File: src/rtl/frog_pkg.sv
// Shared types and constants for the frog sprite fetch stage.
package frog_pkg;

  typedef enum logic [1:0] {
    UP    = 2'b00,
    DOWN  = 2'b01,
    LEFT  = 2'b10,
    RIGHT = 2'b11
  } dir_t;

  typedef enum logic {
    IDLE = 1'b0,
    JUMP = 1'b1
  } anim_state_t;

  localparam int FROG_SPRITE_W    = 40;
  localparam int FROG_FRAME_SZ    = 1600;
  localparam int FROG_JUMP_FRAMES = 8;

endpackage

File: src/rtl/frog_anim_fsm.sv
// Hop animation FSM: frame_clk edge detect, jump frame counter, latched facing.
module frog_anim_fsm
  import frog_pkg::*;
#(
  parameter int JUMP_FRAMES = FROG_JUMP_FRAMES
) (
  input  logic       Clk,
  input  logic       Reset,
  input  logic       frame_clk,
  input  logic       hop,
  input  logic [1:0] dir,
  output dir_t       dir_q,
  output logic       hop_busy
);

  localparam int CNT_W = $clog2(JUMP_FRAMES + 1);

  anim_state_t      r_state, w_state_next;
  logic [CNT_W-1:0] r_cnt, w_cnt_next;
  dir_t             r_dir_q, w_dir_next;
  logic             r_fclk_d;
  logic             w_fclk_rise;

  assign w_fclk_rise = frame_clk & ~r_fclk_d;

  always_ff @(posedge Clk) begin
    if (Reset) begin
      r_state  <= IDLE;
      r_cnt    <= '0;
      r_dir_q  <= UP;
      r_fclk_d <= 1'b0;
    end else begin
      r_state  <= w_state_next;
      r_cnt    <= w_cnt_next;
      r_dir_q  <= w_dir_next;
      r_fclk_d <= frame_clk;
    end
  end

  // Hops arriving while the jump frame is shown are dropped, never queued.
  always_comb begin
    w_state_next = r_state;
    w_cnt_next   = r_cnt;
    w_dir_next   = r_dir_q;
    unique case (r_state)
      IDLE: begin
        if (hop) begin
          w_state_next = JUMP;
          w_cnt_next   = '0;
          w_dir_next   = dir_t'(dir);
        end
      end
      JUMP: begin
        if (w_fclk_rise) begin
          w_cnt_next = r_cnt + CNT_W'(1);
          if (w_cnt_next == CNT_W'(JUMP_FRAMES)) begin
            w_state_next = IDLE;
          end
        end
      end
      default: w_state_next = IDLE;
    endcase
  end

  assign dir_q    = r_dir_q;
  assign hop_busy = (r_state == JUMP);

endmodule

File: src/rtl/frog_sprite_fetch.sv
// Frog sprite ROM address generation and 3-cycle scan realignment.
// Define FROG_ROTATE_EN to enable four-way facing by rotating the up-facing artwork.
module frog_sprite_fetch
  import frog_pkg::*;
#(
  parameter int         SPRITE_W    = FROG_SPRITE_W,
  parameter int         SPRITE_SZ   = FROG_FRAME_SZ,
  parameter int         JUMP_FRAMES = FROG_JUMP_FRAMES,
  parameter logic [3:0] TRANSP_IDX  = 4'h0
) (
  input  logic        Clk,
  input  logic        Reset,
  input  logic        frame_clk,
  input  logic        hop,
  input  logic [1:0]  dir,
  input  logic [9:0]  FrogX,
  input  logic [9:0]  FrogY,
  input  logic [9:0]  DrawX,
  input  logic [9:0]  DrawY,
  output logic [11:0] rom_addr,
  input  logic [3:0]  rom_data,
  output logic        frog_on,
  output logic [3:0]  frog_idx,
  output logic        hop_busy
);

  localparam int                CW       = $clog2(SPRITE_W);
  localparam logic [CW-1:0]     EDGE_MAX = CW'(SPRITE_W - 1);

  dir_t          w_dir_q;
  logic [9:0]    w_col, w_row;
  logic          w_in_box;
  logic [CW-1:0] r_col, r_row;
  logic [2:0]    r_inbox;
  logic [CW-1:0] w_src_row, w_src_col;
  logic [11:0]   w_addr;
  logic          w_opaque;

  frog_anim_fsm #(
    .JUMP_FRAMES(JUMP_FRAMES)
  ) u_fsm (
    .Clk      (Clk),
    .Reset    (Reset),
    .frame_clk(frame_clk),
    .hop      (hop),
    .dir      (dir),
    .dir_q    (w_dir_q),
    .hop_busy (hop_busy)
  );

  // Unsigned wrap makes a scan position left of / above the frog fall out of the box.
  assign w_col    = DrawX - FrogX;
  assign w_row    = DrawY - FrogY;
  assign w_in_box = (w_col < 10'(SPRITE_W)) && (w_row < 10'(SPRITE_W));

`ifdef FROG_ROTATE_EN
  always_comb begin
    w_src_row = r_row;
    w_src_col = r_col;
    unique case (w_dir_q)
      UP: begin
        w_src_row = r_row;
        w_src_col = r_col;
      end
      DOWN: begin
        w_src_row = EDGE_MAX - r_row;
        w_src_col = EDGE_MAX - r_col;
      end
      LEFT: begin
        w_src_row = r_col;
        w_src_col = EDGE_MAX - r_row;
      end
      RIGHT: begin
        w_src_row = EDGE_MAX - r_col;
        w_src_col = r_row;
      end
    endcase
  end
`else
  logic w_unused_dir;
  assign w_unused_dir = ^w_dir_q;
  assign w_src_row    = r_row;
  assign w_src_col    = r_col;
`endif

  // The jump frame sits directly after the sitting frame in ROM.
  assign w_addr = (hop_busy ? 12'(SPRITE_SZ) : 12'd0)
                + 12'(w_src_row) * 12'(SPRITE_W)
                + 12'(w_src_col);

  assign w_opaque = r_inbox[2] && (rom_data != TRANSP_IDX);

  // r_inbox[0] tracks the coordinate stage, [2] lines up with rom_data.
  always_ff @(posedge Clk) begin
    if (Reset) begin
      r_col    <= '0;
      r_row    <= '0;
      r_inbox  <= '0;
      rom_addr <= '0;
      frog_on  <= 1'b0;
      frog_idx <= '0;
    end else begin
      r_col    <= w_col[CW-1:0];
      r_row    <= w_row[CW-1:0];
      r_inbox  <= {r_inbox[1:0], w_in_box};
      rom_addr <= r_inbox[0] ? w_addr : 12'd0;
      frog_on  <= w_opaque;
      frog_idx <= w_opaque ? rom_data : 4'h0;
    end
  end

endmodule

File: config.mk
export PLATFORM = sky130hd
export DESIGN_NAME = frog_sprite_fetch
export DESIGN_NICKNAME = d
export VERILOG_FILES = /design/src/rtl/frog_pkg.sv /design/src/rtl/frog_anim_fsm.sv /design/src/rtl/frog_sprite_fetch.sv
export SDC_FILE = /design/constraint.sdc
export NUM_CORES = 1
export LEC_CHECK = 0
export ABC_AREA = 1
export ABC_CLOCK_PERIOD_IN_PS = 2230
export BUFFER_PORTS_ARGS = -buffer_cell sky130_fd_sc_hd__buf_2
export CORE_UTILIZATION = 49
export DETAILED_ROUTE_END_ITERATION = 10
export GPL_TIMING_DRIVEN = 0
export PLACE_DENSITY = 0.82
export SETUP_SLACK_MARGIN = 0.15
export SYNTH_ARGS = -nofsm -noshare
export SYNTH_HDL_FRONTEND = slang
export SYNTH_HIERARCHICAL = 1
export SYNTH_SLANG_ARGS = --single-unit
export TNS_END_PERCENT = 50
File: constraint.sdc
create_clock -name Clk -period 2.23 [get_ports Clk]
set_clock_uncertainty 0.1 [all_clocks]
set_input_delay 0.223 -clock Clk [delete_from_list [all_inputs] [get_ports Clk]]
set_output_delay 0.223 -clock Clk [all_outputs]
set_load 0.005 [all_outputs]
==> results of run 1 <==
-- cells in the final DEF (no fill, tap or decap), types with 2 or more instances in the layout --
master,n
fa_1,3
inv_2,3
nand4_1,6
o21ai_0,6
dfxtp_1,34
inv_1,93
xor2_1,3
a21oi_2,3
nand2_2,5
buf_2,65
ha_4,4
nor2_1,32
buf_4,2
clkbuf_8,5
a21oi_1,29
nand3_1,30
nand2_1,114
dfxtp_2,4
nor3_1,2
ha_1,29
clkinv_2,2
nand3b_1,3
-- report_power, final --
| part | switching (mW) | internal [mW] |
|---|---|---|
| combinational | 0.338 | 0.238 |
| sequential | 0.0228 | 0.708 |
| clock | 0.235 | 0.210 |
-- registers in the layout, indices dropped and copies added (netlist names) --
signal	cells
r_col	6
u_fsm/hop_busy	1
u_fsm/r_fclk_d	1
r_inbox	3
frog_on	1
r_row	6
frog_idx	4
rom_addr	12
u_fsm/r_cnt	4
-- worst reg2reg max path, cell delays in order (launching register included) --
cell and delay, ps:
dfxtp_2 340, ha_4 270, ha_4 120, inv_2 30, fa_2 320, inv_2 60, a21oi_1 50, o21ai_1 160
xor2_1 180, ha_1 290, a21oi_2 170, nand2_1 60, nand2_1 50, a21oi_1 60
-- cell type report --
cell class | count | area, µm² | area share
well taps | 70 | 87.6 | 0.0267
clock buffers | 5 | 68.8 | 0.0209
repair buffers | 67 | 340 | 0.104
plain buffers | 1 | 3.75 | 0.00114
inverters | 96 | 360 | 0.110
flip-flops and latches | 38 | 766 | 0.233
multi-input cells | 279 | 1650 | 0.502
clock inverters | 2 | 10.0 | 0.00305
-- per-layer routing --
layer,vias to the layer above,global-route usage,routed length [µm]
met4,0,0.0673,103
met5,-,0,0
met3,11,0.0311,242
met2,76,0.372,2670
li1,1427,-,-
met1,1131,0.252,2510
-- how the worst max path moves through the flow --
stage | start | end | slack (ps) | depth (start not counted)
2_1_floorplan | r_row[1]$_SDFF_PP0_ | rom_addr[11]$_SDFF_PP0_ | -30 | 13
3_3_place_gp | r_row[1]$_SDFF_PP0_ | rom_addr[11]$_SDFF_PP0_ | -140 | 13
3_5_place_dp | r_row[1]$_SDFF_PP0_ | rom_addr[11]$_SDFF_PP0_ | -180 | 12
4_1_cts | r_row[3]$_SDFF_PP0_ | rom_addr[11]$_SDFF_PP0_ | -130 | 12
5_1_grt | r_row[3]$_SDFF_PP0_ | rom_addr[11]$_SDFF_PP0_ | -290 | 13
6_report | r_row[3]$_SDFF_PP0_ | rom_addr[11]$_SDFF_PP0_ | -150 | 13
-- what timing repair did --
item | in CTS | in global routing
setup endpoints to repair | 3 | 3
gates resized for setup | 2 | 4
setup buffers | 2 | 0
pin swaps | 6 | 8
hold buffers | 0 | 0
==> metrics.txt, run 1 <==
Num CTS Buffers=5; die area=5840 µm²; worst path cell trace=ha_4 -> ha_4 -> inv_2 -> fa_2 -> inv_2 -> a21oi_1 -> o21ai_1 -> xor2_1 -> ha_1 -> a21oi_2 -> nand2_1 -> nand2_1 -> a21oi_1; CP max stage delay=~340 ps; Yosys warning total=6; fin nets=576; Clock Path Buffers=2; Place WS=-179 ps; Die Span Y=roughly 76 µm; CP Max Fanout=3; Total Routing Usage GR=0.207; syn_nets=502; CP startpoint kind=flip-flop; Vias/cell=4.74; crit path max-delay cell type=dfxtp_2; first-pass GRT wire length=just over 10000 µm; number of global-route vias before repair=2520; final core utilization=0.627; GPL Wtd Cong=0.860; Root Driver=clkbuf_8; status=finished with violations; Syn Area/Cell=6.56 µm²; Min-Delay Path Class=input port to flip-flop; total power=about 1.8 mW; hold slack=40.9 ps; Slew Limit Fails=0; Sink Count=38; Min Clock Period, post-route=2380 ps; worst hold path stage count=3; I/O Buffers=65; Worst Min Path Start=rom_data[2]; worst path buffer plus inverter count=2; CP Class=flip-flop to flip-flop; setup TNS=-198 ps; Pleak=~1.9 nW; Reg-to-Reg End=rom_addr[11]$_SDFF_PP0_; WHS Endpoint=frog_idx[2]$_SDFF_PP0_; GRT Residual Overflow=0; worst endpoint required time=between 2000 and 2500 ps; clock latency on the worst-skew pair=roughly 300 ps; die width=76.4 µm; DR pass1 iterations=4; final worst setup slack=-149 ps; Post-Syn Instances=414; RSZ-0062 raised after global routing=yes; Hold Vio Cnt, Final=0; Placeable Area=5240 µm²; Mapped Area=~2700 µm²; ANT nets after route=0; CTS tree=yes; max-cap violations=0; Inst Count DP=549; largest net degree at the start of global routing=12; crit path DAT=2460 ps; layout cells sized above 1=0.205; Final Non-Filler Cells=558; power per cell area=533 nW/µm²; initial antenna violation count=0; synthesis-to-finish area growth=21.0%; max_slew headroom=0.695; clk slew on worst S/H paths=around 70 ps; worst-margin pin slew=about 460 ps; peak supply drop=244 µV; cells on worst reg2reg path=13; reg-to-reg startpoint=r_row[3]$_SDFF_PP0_; fmax=0.420 GHz; failing checks=setup timing; Residual DRC=0; Final Instance Area=3290 µm²; starting density of the core=0.518; r2r setup slk=-150 ps; DR WL/cell=9.90 µm; row count=26; Setup violations, final=2; fin crit share=1.07; initial DRC count=120; DP Wirelength=4380 µm; total number of vias=2645; # fillers=between 400 and 500; final wirelength=around 5500 µm; ant diodes=0; Critical Path End Type=flip-flop; H-tree depth=2; family with the most delay on the worst path=adder cells; IO Count=68; placement-stage cell area=3160 µm²
Power figures use the tool's default switching activity.
==> inputs of run 2 (changes only) <==
Settings changed: CORE_UTILIZATION 49 to 50, CTS_BUF_LIST from default to sky130_fd_sc_hd__clkbuf_8, PLACE_DENSITY 0.82 to 0.83.
==> metrics.txt, run 2 (synthesis gave the netlist of run 1 again) <==
Slew Limit Fails=0 (unchanged); final wirelength=5700 µm (was 5520 µm); peak supply drop=289 µV (was 244 µV); status=finished with violations (unchanged); starting density of the core=0.525 (was 0.518); initial antenna violation count=0 (unchanged); reg-to-reg startpoint=r_row[1]$_SDFF_PP0_ (was r_row[3]$_SDFF_PP0_); clock latency on the worst-skew pair=290 ps (was 300 ps); total power=1.79 mW (was 1.75 mW); Die Span Y=75.7 µm (was 76.4 µm); max_slew headroom=0.689 (was 0.695); Reg-to-Reg End=rom_addr[11]$_SDFF_PP0_ (unchanged); Setup violations, final=3 (was 2); I/O Buffers=65 (unchanged); first-pass GRT wire length=9800 µm (was 10100 µm); Regs by FF count=rom_addr: 12 flops, r_col: 6 flops, r_row: 6 flops (unchanged); Placeable Area=5170 µm² (was 5240 µm²); initial DRC count=119 (was 120); final worst setup slack=-192 ps (was -149 ps); max-cap violations=0 (unchanged); number of global-route vias before repair=2486 (was 2520); total number of vias=2714 (was 2645); H-tree depth=2 (unchanged); ANT nets after route=0 (unchanged); most frequent cells in the layout=113 x nand2_1, 94 x inv_1, 65 x buf_2 (was 114 x nand2_1, 93 x inv_1, 65 x buf_2); Sink Count=38 (unchanged); die area=5730 µm² (was 5840 µm²); Clock Path Buffers=2 (unchanged); CTS tree=yes (unchanged); GPL Wtd Cong=0.836 (was 0.860); worst hold path stage count=3 (unchanged); Num CTS Buffers=5 (unchanged); GRT Residual Overflow=0 (unchanged); WHS Endpoint=frog_idx[0]$_SDFF_PP0_ (was frog_idx[2]$_SDFF_PP0_); power per cell area=539 nW/µm² (was 533 nW/µm²); crit path max-delay cell type=dfxtp_4 (was dfxtp_2); RSZ-0062 raised after global routing=yes (unchanged); IO Count=68 (unchanged); CP Max Fanout=3 (unchanged); worst-margin pin slew=467 ps (was 458 ps); crit path DAT=2540 ps (was 2460 ps); fin nets=579 (was 576); fin crit share=1.09 (was 1.07); CP startpoint kind=flip-flop (unchanged); failing checks=setup timing (unchanged); synthesis-to-finish area growth=22.2% (was 21.0%); layout cells sized above 1=0.215 (was 0.205); clk slew on worst S/H paths=70 ps (about the same); Pleak=1.97 nW (was 1.94 nW); Root Driver=clkbuf_8 (unchanged); r2r setup slk=-190 ps (was -150 ps); worst path cell trace=ha_4 -> ha_4 -> inv_2 -> fa_2 -> inv_2 -> a21oi_2 -> o21ai_2 -> xor2_1 -> ha_1 -> a21oi_2 -> nand4_1 -> a21oi_1 (was ha_4 -> ha_4 -> inv_2 -> fa_2 -> inv_2 -> a21oi_1 -> o21ai_1 -> xor2_1 -> ha_1 -> a21oi_2 -> nand2_1 -> nand2_1 -> a21oi_1); most flop-heavy register=rom_addr (unchanged); max FFs per register=12 (unchanged); Inst Count DP=549 (unchanged); worst endpoint required time=2350 ps (was 2310 ps); hold slack=57.0 ps (was 40.9 ps); row count=26 (unchanged); largest net degree at the start of global routing=12 (unchanged); Total Routing Usage GR=0.221 (was 0.207); CP Class=flip-flop to flip-flop (unchanged); Min Clock Period, post-route=2420 ps (was 2380 ps); CP max stage delay=360 ps (was 340 ps); commonest non-fill, non-tap cell in the layout=nand2_1 (unchanged); Final Non-Filler Cells=562 (was 558); die width=75.7 µm (was 76.4 µm); DR pass1 iterations=4 (unchanged); ant diodes=0 (unchanged); Min-Delay Path Class=input port to flip-flop (unchanged); Place WS=-237 ps (was -179 ps); Vias/cell=4.83 (was 4.74); hold_buf cts=0 (unchanged); DR WL/cell=10.1 µm (was 9.90 µm); Residual DRC=0 (unchanged); Critical Path End Type=flip-flop (unchanged); cells on worst reg2reg path=12 (was 13); Worst Min Path Start=rom_data[0] (was rom_data[2]); DP Wirelength=4450 µm (was 4380 µm); Hold Vio Cnt, Final=0 (unchanged); fmax=0.413 GHz (was 0.420 GHz)
## run 2: power by group
| group | switching, mW | leakage [nW] | internal [mW] |
|---|---|---|---|
| Clock | 0.226 | 0.0524 | 0.245 |
| Combinational | 0.347 | 1.60 | 0.241 |
| Sequential | 0.0213 | 0.311 | 0.707 |
## run 2: worst max-delay path by stage
stage | cells after the start | slack (ps) | end | startpoint
global placement | 13 | -130 | rom_addr[11]$_SDFF_PP0_ | r_row[1]$_SDFF_PP0_
detailed placement | 12 | -240 | rom_addr[11]$_SDFF_PP0_ | r_row[1]$_SDFF_PP0_
CTS | 12 | -180 | rom_addr[11]$_SDFF_PP0_ | r_row[1]$_SDFF_PP0_
global route | 12 | -300 | rom_addr[11]$_SDFF_PP0_ | r_row[1]$_SDFF_PP0_
finish | 12 | -190 | rom_addr[11]$_SDFF_PP0_ | r_row[1]$_SDFF_PP0_
floorplan | 13 | -30 | rom_addr[11]$_SDFF_PP0_ | r_row[1]$_SDFF_PP0_
## run 2: area by class of cell
type                            instances  area, µm²
Clock inverter                          2       8.76
Timing Repair Buffer                   70        363
Tap cell                               70       87.6
Multi-Input combinational cell        279       1640
Sequential cell                        38        767
Buffer                                  1       3.75
Fill cell                             456       1860
Inverter                               96        360
Clock buffer                            6       82.6
## run 2: through the flow
stage	TNS (ps)	utilization	cell area, µm²
floorplan	-34.3	-	2750
global placement	-158	0.611	3160
detailed placement	-358	0.611	3160
finish	-412	0.641	3320
CTS	-368	0.639	3310
global route	-800	0.641	3320
## run 2: per-layer routing
metal | track usage | vias up | routed length, µm
met2 | 0.411 | 81 | 2920
met4 | 0.0823 | 0 | 106
met5 | 0 | - | 0
li1 | - | 1435 | -
met1 | 0.245 | 1184 | 2400
met3 | 0.0503 | 14 | 269
## run 2: worst max-delay path, delay by kind of cell, from the launching register on
kind | cells | cell delay [ps]
adders and majority gates | 4 | 1030
AOI/OAI and AO/OA | 4 | 490
DFF | 1 | 360
xor gates and xnor gates | 1 | 160
buffers and inverters | 2 | 120
and+or+nand+nor | 1 | 100
## run 2: repair_timing
action                                  in CTS  in global routing
buffers inserted                             5                  0
gates cloned                                 0                  0
gates resized for setup                      6                  4
endpoints found under the setup margin       3                  4
pin swaps                                   10                  0
==> inputs of run 3 (changes only) <==
Settings changed: ABC_CLOCK_PERIOD_IN_PS 2230 to 1950.
Clock period 2.23 ns to 1.95 ns, I/O delays scaled along.
==> metrics.txt, run 3 (synthesis gave the netlist of run 1 again) <==
Root Driver=clkbuf_8 (unchanged); commonest non-fill, non-tap cell in the layout=nand2_1 (unchanged); Inst Count DP=549 (unchanged); Worst Min Path Start=rom_data[0] (unchanged); Placeable Area=5170 µm² (unchanged); WHS Endpoint=frog_idx[0]$_SDFF_PP0_ (unchanged); layout cells sized above 1=0.224 (was 0.215); clk slew on worst S/H paths=70 ps (about the same); failing checks=setup timing (unchanged); Min Clock Period, post-route=2420 ps (about the same); first-pass GRT wire length=9920 µm (was 9800 µm); Num CTS Buffers=5 (unchanged); max-cap violations=0 (unchanged); most frequent cells in the layout=112 x nand2_1, 94 x inv_1, 65 x buf_2 (was 113 x nand2_1, 94 x inv_1, 65 x buf_2); worst hold path stage count=3 (unchanged); Residual DRC=0 (unchanged); peak supply drop=298 µV (was 289 µV); fmax=0.414 GHz (was 0.413 GHz); DR pass1 iterations=5 (was 4); DP Wirelength=4500 µm (was 4450 µm); status=finished with violations (unchanged); ANT nets after route=0 (unchanged); CP startpoint kind=flip-flop (unchanged); clock latency on the worst-skew pair=290 ps (about the same); Total Routing Usage GR=0.228 (was 0.221); row count=26 (unchanged); synthesis-to-finish area growth=23.6% (was 22.2%); die area=5730 µm² (unchanged); Pleak=1.96 nW (was 1.97 nW); Vias/cell=4.84 (was 4.83); IO Count=68 (unchanged); final worst setup slack=-467 ps (was -192 ps); reg-to-reg startpoint=r_row[1]$_SDFF_PP0_ (unchanged); r2r setup slk=-470 ps (was -190 ps); max_slew headroom=0.696 (was 0.689); Setup violations, final=3 (unchanged); Final Instance Area=3360 µm² (was 3320 µm²); total number of vias=2709 (was 2714); worst-margin pin slew=456 ps (was 467 ps); Hold Vio Cnt, Final=0 (unchanged); Sink Count=38 (unchanged); crit path launch=r_row[1]$_SDFF_PP0_ (unchanged); max FFs per register=12 (unchanged); most flop-heavy register=rom_addr (unchanged); fin nets=577 (was 579); Min-Delay Path Class=input port to flip-flop (unchanged); Die Span Y=75.7 µm (unchanged); worst endpoint required time=2020 ps (was 2350 ps); DR WL/cell=10.8 µm (was 10.1 µm); CP max stage delay=340 ps (was 360 ps); initial DRC count=115 (was 119); power per cell area=628 nW/µm² (was 539 nW/µm²); die width=75.7 µm (unchanged); Regs by FF count=rom_addr: 12 flops, r_col: 6 flops, r_row: 6 flops (unchanged); I/O Buffers=65 (unchanged); GRT Residual Overflow=0 (unchanged); number of global-route vias before repair=2413 (was 2486); hold_buf cts=0 (unchanged); Reg-to-Reg End=rom_addr[11]$_SDFF_PP0_ (unchanged); Critical Path End Type=flip-flop (unchanged); final wirelength=6040 µm (was 5700 µm); Slew Limit Fails=0 (unchanged); Final Non-Filler Cells=560 (was 562); cells on worst reg2reg path=13 (was 12); H-tree depth=2 (unchanged); CTS tree=yes (unchanged); CP Class=flip-flop to flip-flop (unchanged); setup TNS=-1100 ps (was -412 ps); ant diodes=0 (unchanged); RSZ-0062 raised after global routing=yes (unchanged); crit path max-delay cell type=dfxtp_2 (was dfxtp_4); worst path cell trace=ha_4 -> ha_4 -> inv_2 -> fa_2 -> inv_2 -> a21oi_2 -> o21ai_2 -> xor2_1 -> ha_1 -> a21oi_2 -> nand2_1 -> nand2_1 -> a21oi_1 (was ha_4 -> ha_4 -> inv_2 -> fa_2 -> inv_2 -> a21oi_2 -> o21ai_2 -> xor2_1 -> ha_1 -> a21oi_2 -> nand4_1 -> a21oi_1); fin crit share=1.24 (was 1.09); GPL Wtd Cong=0.832 (was 0.836); crit path DAT=2490 ps (was 2540 ps); placement-stage cell area=3170 µm² (was 3160 µm²); Clock Path Buffers=2 (unchanged); largest net degree at the start of global routing=12 (unchanged); starting density of the core=0.525 (unchanged); initial antenna violation count=0 (unchanged); CP Max Fanout=3 (unchanged)
-- run 3: cell types whose count changed in the layout (fill, tap and decap cells not counted), moves of 2 or more --
cell     delta
nand3_2     +2
ha_1        -4
nand3_1     -2
buf_4       -2
a21oi_1     +2
dfxtp_2     +2
a21oi_2     -2
ha_4        +4
-- run 3: what timing repair did --
action / CTS / global route
setup buffers: 3 / 0
setup endpoints to repair: 5 / 7
resized for setup: 6 / 8
pin swaps: 7 / 2
-- run 3: area by class of cell --
class / instances / area, µm²
tap: 70 / 87.6
multi-input combinational: 279 / 1700
inverter: 96 / 360
buffer: 1 / 3.75
timing repair buffer: 68 / 348
clock buffer: 6 / 82.6
sequential: 38 / 766
clock inverter: 2 / 8.76
fill: 437 / 1820
-- run 3: where the power goes --
group	switching, mW	internal [mW]	leakage, nW
Combinational	0.418	0.304	1.59
Sequential	0.0289	0.809	0.311
Clock	0.266	0.280	0.0524
-- run 3: worst max-delay path, delay by kind of cell (launching register included) --
family                     cells  cell delay [ps]
and+or+nand+nor                2              160
xor gates and xnor gates       1              170
adders and majority gates      4             1000
DFF                            1              340
buffers and inverters          2              110
AOI/OAI and AO/OA              4              400
-- run 3: worst max-delay path by stage --
| stage | to | cells past startpoint |
|---|---|---|
| floorplan | rom_addr[11]$_SDFF_PP0_ | 13 |
| global placement | rom_addr[11]$_SDFF_PP0_ | 13 |
| detailed placement | rom_addr[11]$_SDFF_PP0_ | 12 |
| CTS | rom_addr[11]$_SDFF_PP0_ | 13 |
| global route | rom_addr[11]$_SDFF_PP0_ | 12 |
| finish | rom_addr[11]$_SDFF_PP0_ | 13 |
-- run 3: layer usage --
metal	GRT usage	up-vias	part of all wire
met5	0	-	0
li1	-	1428	-
met2	0.416	95	0.51
met3	0.0357	13	0.047
met4	0.0988	0	0.017
met1	0.264	1173	0.42
-- run 3: stage by stage --
step	hold WS [ps]	utilization	setup WS (ps)	power, mW
2_1_floorplan	157	-	-305	1.32
3_3_place_gp	298	0.612	-401	1.45
3_5_place_dp	301	0.612	-477	1.48
4_1_cts	20.3	0.642	-444	2.06
5_1_grt	32.8	0.649	-589	2.25
6_report	22.7	0.649	-467	2.11
